### src/rtl/fetch_sequencer.sv
// Instruction fetch sequencer: word-aligned PC, two-entry {pc, instr} buffer, halt/redirect control.
// Optional FETCH_PERF_CNT_EN adds a fetch_count output counting every buffer push.
module fetch_sequencer #(
    parameter logic [31:0] RESET_PC   = 32'h0000_0000,
    parameter logic [31:0] ADDR_LIMIT = 32'h0000_0040
) (
    input  logic        clk,
    input  logic        rst_n,
    output logic [31:0] imem_addr,
    input  logic [31:0] imem_data,
    input  logic        halt,
    input  logic        redirect_valid,
    input  logic [31:0] redirect_pc,
    output logic        out_valid,
    input  logic        out_ready,
    output logic [31:0] out_instr,
    output logic [31:0] out_pc
`ifdef FETCH_PERF_CNT_EN
    ,
    output logic [31:0] fetch_count
`endif
);

    typedef enum logic [1:0] {
        BOOT = 2'd0,
        RUN  = 2'd1,
        HALT = 2'd2
    } state_t;

    state_t      state, state_next;
    logic [31:0] fetch_pc;
    logic [31:0] pc_inc;
    logic [31:0] pc_seq;
    logic [31:0] pc0, pc1, instr0, instr1;
    logic [1:0]  count;
    logic        redirect;
    logic        pop;
    logic        push;

    always_comb begin
        state_next = state;
        case (state)
            BOOT:    state_next = RUN;
            RUN:     if (halt) state_next = HALT;
            HALT:    if (!halt) state_next = RUN;
            default: state_next = BOOT;
        endcase
    end

    always_ff @(posedge clk or negedge rst_n) begin
        if (!rst_n) state <= BOOT;
        else        state <= state_next;
    end

    // A redirect wins over both push and pop in its cycle; it is ignored while booting.
    assign redirect  = redirect_valid && (state != BOOT);
    assign out_valid = (count != 2'd0);
    assign pop       = out_valid && out_ready && !redirect;
    assign push      = (state == RUN) && !redirect && ((count != 2'd2) || pop);
    assign pc_inc    = fetch_pc + 32'd4;
    assign pc_seq    = (pc_inc == ADDR_LIMIT) ? RESET_PC : pc_inc;
    assign imem_addr = fetch_pc;
    assign out_pc    = pc0;
    assign out_instr = instr0;

    always_ff @(posedge clk or negedge rst_n) begin
        if (!rst_n) begin
            fetch_pc <= RESET_PC;
        end else if (redirect) begin
            fetch_pc <= redirect_pc & ~32'h0000_0003;
        end else if (push) begin
            fetch_pc <= pc_seq;
        end
    end

    // Shift-style buffer: entry 0 is always the head, entry 1 the tail when full.
    always_ff @(posedge clk or negedge rst_n) begin
        if (!rst_n) begin
            count  <= 2'd0;
            pc0    <= 32'd0;
            instr0 <= 32'd0;
            pc1    <= 32'd0;
            instr1 <= 32'd0;
        end else if (redirect) begin
            count <= 2'd0;
        end else begin
            case ({push, pop})
                2'b10: begin
                    count <= count + 2'd1;
                    if (count == 2'd0) begin
                        pc0    <= fetch_pc;
                        instr0 <= imem_data;
                    end else begin
                        pc1    <= fetch_pc;
                        instr1 <= imem_data;
                    end
                end
                2'b01: begin
                    count  <= count - 2'd1;
                    pc0    <= pc1;
                    instr0 <= instr1;
                end
                2'b11: begin
                    if (count == 2'd1) begin
                        pc0    <= fetch_pc;
                        instr0 <= imem_data;
                    end else begin
                        pc0    <= pc1;
                        instr0 <= instr1;
                        pc1    <= fetch_pc;
                        instr1 <= imem_data;
                    end
                end
                default: ;
            endcase
        end
    end

`ifdef FETCH_PERF_CNT_EN
    always_ff @(posedge clk or negedge rst_n) begin
        if (!rst_n)    fetch_count <= 32'd0;
        else if (push) fetch_count <= fetch_count + 32'd1;
    end
`endif

endmodule

### config.mk
export PLATFORM = sky130hd
export DESIGN_NAME = fetch_sequencer
export DESIGN_NICKNAME = d
export VERILOG_FILES = /design/src/rtl/fetch_sequencer.sv
export SDC_FILE = /design/constraint.sdc
export NUM_CORES = 1
export LEC_CHECK = 0
export BUFFER_PORTS_ARGS = -buffer_cell sky130_fd_sc_hd__buf_4
export CAP_MARGIN = 20
export CORE_MARGIN = 2
export CORE_UTILIZATION = 25
export DETAILED_ROUTE_END_ITERATION = 16
export PLACE_DENSITY = 0.45
export SYNTH_ARGS = -nofsm -noshare
export SYNTH_HDL_FRONTEND = slang
export SYNTH_SLANG_ARGS = --single-unit
### constraint.sdc
create_clock -name clk -period 6.85 [get_ports clk]
set_input_delay 0.3425 -clock clk [delete_from_list [all_inputs] [get_ports clk]]
set_output_delay 0.3425 -clock clk [all_outputs]
set_load 0.02 [all_outputs]
==> impl_metrics.yaml <==
synthesis:
  avgSynthCellArea_um2: 10.43
  yosysSeqAreaShare_pct: 51.22
  synth_edf_count: 0
  synth_seq_cells: 158
  netlist_area_um2: 7720
  ys.warnings.count: 0
  ys_dominant_reg_cell: "dfrtp_1"
  ys_types: 52
  synthArstFlopShare_pct: 100.0
  synthCells: 740
cts:
  post-cts-setup-buffers: 0
  cts-hold-fix-buffers: 0
  clk_pin_slew_ns: 0.08
  cts_tree: "done"
  cts_made_buffers: 17
  clk_path_buf_depth: 2
  htree_levels: 4
  cts_resized: 0
  clkSinkCount: 158
  root_buffer: "clkbuf_16"
  insertion_delay_ns: 0.44
floorplanning:
  die_area_um2: 32300
  rows: 64
  die_x_um: 179.7
  die_y_um: 179.7
  ios: 166
  coreArea_um2: 30510
  start_util_pct: 25.30
detailed_routing:
  antenna_left: 0
  drc: 0
  num_vias: 5989
  wire_per_inst_um: 17.48
  first_pass_iters: 5
  viasPerCell: 4.708
  wl_um: 22240
  drt_iter0_drc: 281
place:
  dp.final_hpwl_um: 14570
  io_buffers: 159
  globalplace.congestion: 0.7814
sta:
  rsz0062_at_grt: "false"
  timing.hold.ws_ns: -0.0009801
  drv_slew: 0
  timing.setup.tns_ns: 0
  max-slew-margin-rel_pct: 31.75
  final-setup-viol-count: 0
  fmax_ghz: 0.2909
  min_period_over_period_pct: 50.19
  period_needed_ns: 3.438
  hold_viol_final: 2
  skew_ns: 0.01232
  worstMarginPinSlew_ns: 1.021
global_route:
  grt.total_usage_pct: 13.93
  grt_max_degree: 91
  grt_pass1_vias: 6074
  grt_pass1_wl_um: 35690
  grt_overflow_total: 0
  antenna_found_initial: 0
final_layout:
  areaGrowthSynthToFinish_pct: 26.87
  drive_gt1_share_pct: 30.71
  fin_util_pct: 32.10
  antenna_cells: 0
  num-nets-final: 936
critical_path:
  timing.rr.start: "count[1]"
  cp_slowest_stage_delay_ns: 0.81
  cp_num_cells: 8
  r2r_cells: 8
  cp.required_ns: 7.11
  path_cells: "inv_1, ha_1, nor2b_1, nand2_1, a21oi_4, buf_4, mux2i_1, a21oi_1"
  cp_num_buf_inv: 2
  cp_max_fo: 43
  r2r_slack_ns: 3.41
  arrival_ns: 3.70
  setup.worst_path.end_class: "flip-flop"
  path_class: "flip-flop to flip-flop"
  critPathLaunchType: "flip-flop"
  reg2reg_to: "out_pc[31]"
  cp_top_family: "compound AO/OA/AOI/OAI gates"
  worst_path_max_delay_cell: "a21oi_4"
run_status:
  outcome: "finished with violations"
  violations: "negative hold slack"
min_path:
  hp-class: "input port to asynchronous set/reset pin"
power:
  irDropWorstVdd_mv: 0.1749
  finalPower_uw: 5000
  p_leak_uw: 0.004103
  power.density_nw_per_um2: 510.5
flow_run:
  maxCapViolCount: 0
## kinds of logic (layout without fill, tap and decap cells)
logic type,Yosys count,count (layout),share of synthesized area (%)
buf+inv,71,204,3.938
fa+ha+maj,4,4,0.6483
compound gates,156,156,12.25
mux,124,124,17.03
flops,158,158,51.22
xor+xnor,10,10,1.135
simple gates,216,216,13.73
other cells,1,4,0.04858
## routing by layer
layer / wire length, um / track usage (%) / vias to the layer above
met1: 10260 / 18.39 / 2945
met2: 10290 / 21.87 / 133
met3: 1484 / 4.923 / 14
li1: - / - / 2897
met4: 201 / 3.252 / 0
met5: 0 / 0 / -
## cell usage after synthesis (5+ instances only)
cell type  count  share of area, %
buf_4          6              0.58
o21ai_0       35               2.3
dfrtp_1      158                51
buf_1         12              0.58
nand4_1        9              0.73
buf_2         12              0.78
nor2_1        88               4.3
clkbuf_1      34               1.7
nor3_1        11              0.71
a221o_1       15               1.9
nand3_1       15              0.97
inv_1          7              0.34
and4_1         5              0.57
a21oi_1       79               5.1
nor4_1        10              0.81
nand2_1       51               2.5
mux2i_1       65               8.4
mux2_2        59               8.6
xnor2_1        7              0.79
o311ai_0       6              0.68
## sequential cells by signal, indices dropped and copies added, names as in the netlist
register   flops
imem_addr     30
out_instr     32
count          2
state          2
instr1        32
out_pc        30
pc1           30
## how the worst max path moves through the flow
stage | startpoint | endpoint | slack (ns)
2_1_floorplan | imem_addr[2] | imem_addr[6] | 4.09
3_3_place_gp | count[1] | out_pc[3] | 3.33
3_5_place_dp | count[1] | out_pc[31] | 3.30
4_1_cts | count[1] | out_pc[31] | 3.27
5_1_grt | count[1] | out_pc[3] | 3.06
6_report | count[1] | out_pc[31] | 3.41
## power by group
group          internal, uW  switching [uW]
Combinational           984            1220
Clock                   487             462
Sequential             1400             452
Total                  2870            2130
## area by class of cell
type / instances / area, um^2
multi-input combinational: 514 / 3502
tap: 396 / 495.5
sequential: 158 / 3954
fill: 3203 / 20710
inverter: 7 / 26.28
clock inverter: 14 / 145.1
timing repair buffer: 165 / 1242
clock buffer: 18 / 429.2
## per-stage QoR
| step | cells | instance area [um^2] | hold slack, ns | setup slack, ns |
|---|---|---|---|---|
| after floorplan | 743 | 7731 | 0.04691 | 4.089 |
| after global placement | 1240 | 9220 | 0.4637 | 3.334 |
| after detailed placement | 1240 | 9220 | 0.4707 | 3.296 |
| after CTS | 1272 | 9794 | 0.02623 | 3.272 |
| after global routing | 1272 | 9794 | 0.05304 | 3.060 |
| final | 1272 | 9794 | -0.0009801 | 3.412 |
## worst reg2reg max path, delay by kind of cell (launching register included)
family	cells	cell delay, ns
flip-flops	1	0.38
AND/OR/NAND/NOR	2	0.59
adder cells (fa/ha/maj)	1	0.21
buffers and inverters	2	0.89
AO/OA/AOI/OAI	2	0.91
multiplexers	1	0.30
## cell usage in the layout, fill, tap and decap left out, drive strengths merged, types with 7 or more instances in the layout
cell type / synthesis / layout
nand3: 15 / 15
clkbuf: 34 / 18
mux2i: 65 / 65
nor2: 88 / 88
nor3: 12 / 12
a221o: 15 / 15
buf: 30 / 165
inv: 7 / 16
dfrtp: 158 / 158
o21ai: 35 / 35
nand2: 52 / 52
nand4: 10 / 10
mux2: 59 / 59
nor4: 13 / 13
xnor2: 7 / 7
a21oi: 79 / 79
No activity file was read; power rests on OpenSTA's default activity.
